<file path="src/rtl/carregador_de_programa.sv">
// rtl/carregador_de_programa.sv - boot-time byte-stream program loader
// Assembles little-endian words from a length-prefixed byte stream into instruction memory.
module carregador_de_programa #(
  parameter int ADDR_WIDTH = 8
) (
  input  logic                  clk,
  input  logic                  rst,
  input  logic [7:0]            byte_in,
  input  logic                  byte_valid,
  output logic                  byte_ready,
  output logic                  mem_we,
  output logic [ADDR_WIDTH-1:0] mem_addr,
  output logic [31:0]           mem_wdata,
  output logic                  cpu_rst,
  output logic                  carregado,
  output logic                  erro
);

  typedef enum logic [2:0] {
    LEN_LO,
    LEN_HI,
    DADOS,
    ESCRITA,
    FIM,
    ERRO
  } state_t;

  localparam logic [16:0] MAX_WORDS = 17'(2 ** ADDR_WIDTH);

  state_t                state;
  state_t                state_next;
  logic [7:0]            len_lo;
  logic [ADDR_WIDTH-1:0] last_addr;
  logic [1:0]            byte_cnt;
  logic [31:0]           shift;
  logic                  xfer;
  logic [15:0]           header_len;
  logic                  header_bad;

  assign byte_ready = !rst && ((state == LEN_LO) || (state == LEN_HI) || (state == DADOS));
  assign xfer       = byte_valid && byte_ready;
  assign header_len = {byte_in, len_lo};
  assign header_bad = (header_len == 16'd0) || ({1'b0, header_len} > MAX_WORDS);

  always_comb begin
    state_next = state;
    case (state)
      LEN_LO: begin
        if (xfer) state_next = LEN_HI;
      end
      LEN_HI: begin
        if (xfer) state_next = header_bad ? ERRO : DADOS;
      end
      DADOS: begin
        if (xfer && (byte_cnt == 2'd3)) state_next = ESCRITA;
      end
      ESCRITA: begin
        state_next = (mem_addr == last_addr) ? FIM : DADOS;
      end
      FIM:     state_next = FIM;
      ERRO:    state_next = ERRO;
      default: state_next = LEN_LO;
    endcase
  end

  always_ff @(posedge clk) begin
    if (rst) begin
      state     <= LEN_LO;
      len_lo    <= 8'd0;
      last_addr <= '0;
      byte_cnt  <= 2'd0;
      shift     <= 32'd0;
      mem_we    <= 1'b0;
      mem_addr  <= '0;
      mem_wdata <= 32'd0;
      cpu_rst   <= 1'b1;
      carregado <= 1'b0;
      erro      <= 1'b0;
    end else begin
      state  <= state_next;
      mem_we <= 1'b0;
      case (state)
        LEN_LO: begin
          if (xfer) len_lo <= byte_in;
        end
        LEN_HI: begin
          if (xfer) begin
            byte_cnt  <= 2'd0;
            // Track the final word address rather than the count, so no extra wide counter is needed.
            last_addr <= ADDR_WIDTH'(header_len - 16'd1);
            if (header_bad) erro <= 1'b1;
          end
        end
        DADOS: begin
          if (xfer) begin
            shift    <= {byte_in, shift[31:8]};
            byte_cnt <= byte_cnt + 2'd1;
            if (byte_cnt == 2'd3) begin
              mem_we    <= 1'b1;
              mem_wdata <= {byte_in, shift[31:8]};
            end
          end
        end
        ESCRITA: begin
          // The last address is held so a full-depth load never wraps back to zero.
          if (mem_addr == last_addr) begin
            carregado <= 1'b1;
            cpu_rst   <= 1'b0;
          end else begin
            mem_addr <= mem_addr + 1'b1;
          end
        end
        default: ;
      endcase
    end
  end

endmodule

</file>
<file path="config.mk">
export PLATFORM = sky130hd
export DESIGN_NAME = carregador_de_programa
export DESIGN_NICKNAME = d
export VERILOG_FILES = /design/src/rtl/carregador_de_programa.sv
export SDC_FILE = /design/constraint.sdc
export NUM_CORES = 1
export LEC_CHECK = 0
export CAP_MARGIN = 20
export CORE_UTILIZATION = 50
export CTS_CLUSTER_DIAMETER = 40
export DETAILED_ROUTE_END_ITERATION = 8
export PLACE_DENSITY = 0.75
export SYNTH_ARGS = -nofsm -noshare
export SYNTH_HDL_FRONTEND = slang
export SYNTH_SLANG_ARGS = --single-unit
</file>
<file path="constraint.sdc">
create_clock -name clk -period 2.3 [get_ports clk]
set_clock_uncertainty 0.15 [all_clocks]
set_input_delay 0.345 -clock clk [delete_from_list [all_inputs] [get_ports clk]]
set_output_delay 0.345 -clock clk [all_outputs]
set_load 0.05 [all_outputs]
</file>
==> impl_summary.md <==
Layout
Counting the fill cells in the layout gives 636. Summing all non-filler instances in the final layout gives an area of 4590 µm². The count of nets after finishing is 512. Leaving out fill and tap cells, the most frequent cells in the layout are nand2_1 (125), dfxtp_1 (89), a21oi_1 (68). The antenna diode count is 0.

The fraction of layout instances using a drive strength above 1 is 9.36%. After the flow finishes, the layout carries non-filler instances totaling 601. The relative area change from synthesis to final layout is 22.8%. The most common cell after layout, fill and taps aside is nand2_1.

Worst setup path
In this run the number of cells on the critical path is 1. The worst-path maximum fanout is 9. For the worst setup path, the data required time is 1800 ps.

The signal on the critical path passes through clkdlybuf4s50_1. The data arrival time of the critical path is 1710 ps. The end of the worst register-to-register path is mem_addr[0].

By startpoint and endpoint, the worst setup path is classified as reg2out. The delay of the slowest critical-path stage is 860 ps. Together, buffers and inverters on the worst path number 1. The startpoint type of the worst setup path is a register. In this run the worst setup path terminates at mem_addr[2]. For the worst flop-to-flop path, the logic depth is 4.

Among cell families on the critical path, the largest total delay comes from buffers and inverters. For flop-to-flop paths, the worst setup slack is 350 ps. The start point of the critical path is mem_addr[2]. The worst setup path is captured at an output pin. The worst-path cell with the longest stage delay is clkdlybuf4s50_1. The beginning of the worst register-to-register path is mem_addr[0].

STA
The total count of max-transition violations in the final report is 0. Setup repair after global routing left no endpoint under its margin. The number of setup violations in the final report is 0.

After layout, the minimum clock period comes to 2200 ps. The relative slew slack is 63.7%. The fmax is 454 MHz. The slew at the pin closest to its max-slew limit is 542 ps.

The final hold violation count came to 0. The worst path meets setup with 95.9 ps of slack. The post-route clock period utilization is 95.8%. The final setup TNS is 0 ps. Across all hold checks on the routed design, the worst slack comes to 238 ps.

Clock tree
The number of clock sinks seen by CTS is 89. The clock root buffer is clkbuf_8. The post-CTS setup buffer count is 0.

The total clock buffers created by CTS is 9. In this run the deepest clock path goes through 2 buffers. The clock tree from TritonCTS is done. The clock reaches the later pin of the worst-skew pair after 350 ps. The level count of the clock H-tree is 3. The clock transition at the registers of the reported paths is 80 ps.

Place
OpenSTA, run right after detailed placement, puts the worst setup slack at 137 ps. In this run, placement finished with an instance count of 585. After detailed placement, the total cell area comes to 4410 µm².

The half-perimeter wire length of the detailed placement result is 5.32 mm. At the end of routability-driven placement, the weighted congestion stood at 0.785. The number of buffer cells added on primary ports is 55.

Yosys
Synthesis handed over a netlist of 448 instances. Synthesis produced a netlist with a net count of 463. The number of different library cells in the post-synthesis netlist is 54. The share of the yosys chip area belonging to registers is 47.7%.

The mapped netlist covers 3740 µm². The Yosys warning count is 0. The average cell area after synthesis is 8.35 µm².

Yosys mapped a number of flops with a built-in enable equal to 0. After synthesis, the share of flip-flops with an asynchronous set or reset is 0%. The register bit count reported by yosys is 89. In the synthesized netlist the dominant register cell turns out to be dfxtp_1.

Pwr
The leakage component of the power is 1.65 nW. The reported net switching power is 0.744 mW. Net switching is 26.4% of the power. The worst-case IR drop observed on VDD is 0.343 mV. The part of the power in registers is 56.5%. The internal portion of the total power is 2.07 mW. The share of power burned in combinational logic is 8.6%. The clock network burns 35.0% of the power. Power spread over the standard cell area amounts to 613 nW/µm².

Die
For this design the top-level I/O count stands at 56. The number of core rows is 31. The width of the chip is 88.5 µm.

The die covers 7830 µm². The initial core utilization is 51.5%. The vertical die dimension is 88.5 µm. The core outline area is 7250 µm².

Global route
The first global-routing pass estimated 13.4 mm of wire. The total overflow left after global routing is 0. The overall fraction of global-route tracks in use is 22.2%. The initial antenna violation count was 0. The number of global-route vias before repair came to 2914. Entering global routing, the biggest net connects 40 pins.

Status
The run finished with clean final reports.

Min path
The path category of the worst min-delay check is in2reg.

Routing
The via count normalized by instance count is 5.26. After the first detailed-routing iteration, the DRC count stood at 170. The average wire per cell in the routed design is 13.2 µm. For this block, the via count after detailed routing is 3159. The number of routed nets with antenna violations is 0. After detailed routing, the total wire length is 7.93 mm.

In the routed design, unresolved DRC markers number 0. The first detailed-routing pass took 4 iterations.

Run
The number of max-cap violations is 0.
-- logic make-up after synthesis --
kind of cell | after synthesis | share of synthesized area [%]
and+or+nand+nor | 203 | 26.3
adders and majority gates | 4 | 1.34
buffers and inverters | 34 | 4.15
xor gates and xnor gates | 13 | 3.05
DFF | 89 | 47.7
muxes | 8 | 2.58
AOI/OAI and AO/OA | 97 | 14.9
-- metrics by stage --
| stage | power [mW] | utilization, % |
|---|---|---|
| detailed placement | 1.87 | 60.8 |
| CTS | 2.85 | 63.3 |
| global placement | 1.86 | 60.8 |
| floorplan | 1.79 | - |
| global route | 2.94 | 63.3 |
| finish | 2.81 | 63.3 |
-- tightest hold or removal path, delay by kind of cell --
family | cells | cell delay (ps)
and+or+nand+nor | 1 | 130
buffers and inverters | 1 | 190
AOI/OAI and AO/OA | 1 | 40
-- final cells by class --
type	instances	area [µm²]	area share (%)
Inverter	4	15.0	0.327
Clock buffer	10	128	2.78
Timing Repair Buffer	68	681	14.8
Clock inverter	6	50.0	1.09
Tap cell	99	124	2.70
Sequential cell	89	1780	38.8
Multi-Input combinational cell	325	1810	39.5
-- power by group through the flow --
stage	clock (mW)	sequential (mW)	combinational, mW
floorplan	0	1.61	0.178
global placement	0	1.62	0.235
detailed placement	0	1.63	0.241
CTS	1.02	1.59	0.241
global route	1.08	1.59	0.266
finish	0.984	1.59	0.241
-- flip-flops by register name (all words and copies together) (netlist names) --
name       count
erro           1
cpu_rst        1
last_addr      8
len_lo         8
shift         24
mem_addr       8
byte_cnt       2
state          3
carregado      1
mem_wdata     32
mem_we         1
-- cells in the mapped netlist, types with 5 or more instances --
cell type,count,area [µm²]
a211oi_1,7,52.6
a21oi_1,68,340
buf_2,9,45.0
clkbuf_1,14,52.6
dfxtp_1,89,1780
mux2_1,5,56.3
nand2_1,125,469
nand2b_1,6,37.5
nand3_1,7,35.0
nand3b_1,9,67.6
nor2_1,22,82.6
nor2b_1,8,50.1
o21ai_0,8,40.0
xor2_1,10,87.6
-- timing repair --
action	4_1_cts	5_1_grt
hold endpoints to repair	0	0
gates resized for setup	0	1
setup endpoints to repair	0	1
hold buffers	0	0
-- worst min path at each step --
stage	from	cells past startpoint	endpoint	slack, ps
floorplan	shift[18]	2	mem_wdata[10]	280
global placement	cpu_rst	1	cpu_rst	280
detailed placement	shift[11]	2	mem_wdata[3]	300
CTS	rst	3	state[2]	220
global route	rst	3	state[2]	250
finish	rst	3	state[2]	240
-- per-layer routing --
metal	track usage [%]	share of wire, %	vias to the layer above
li1	-	-	1613
met4	10.7	1.9	0
met5	0	0	-
met3	4.57	3.9	13
met1	30.3	49	1476
met2	33.6	45	57
Power figures use the tool's default switching activity.
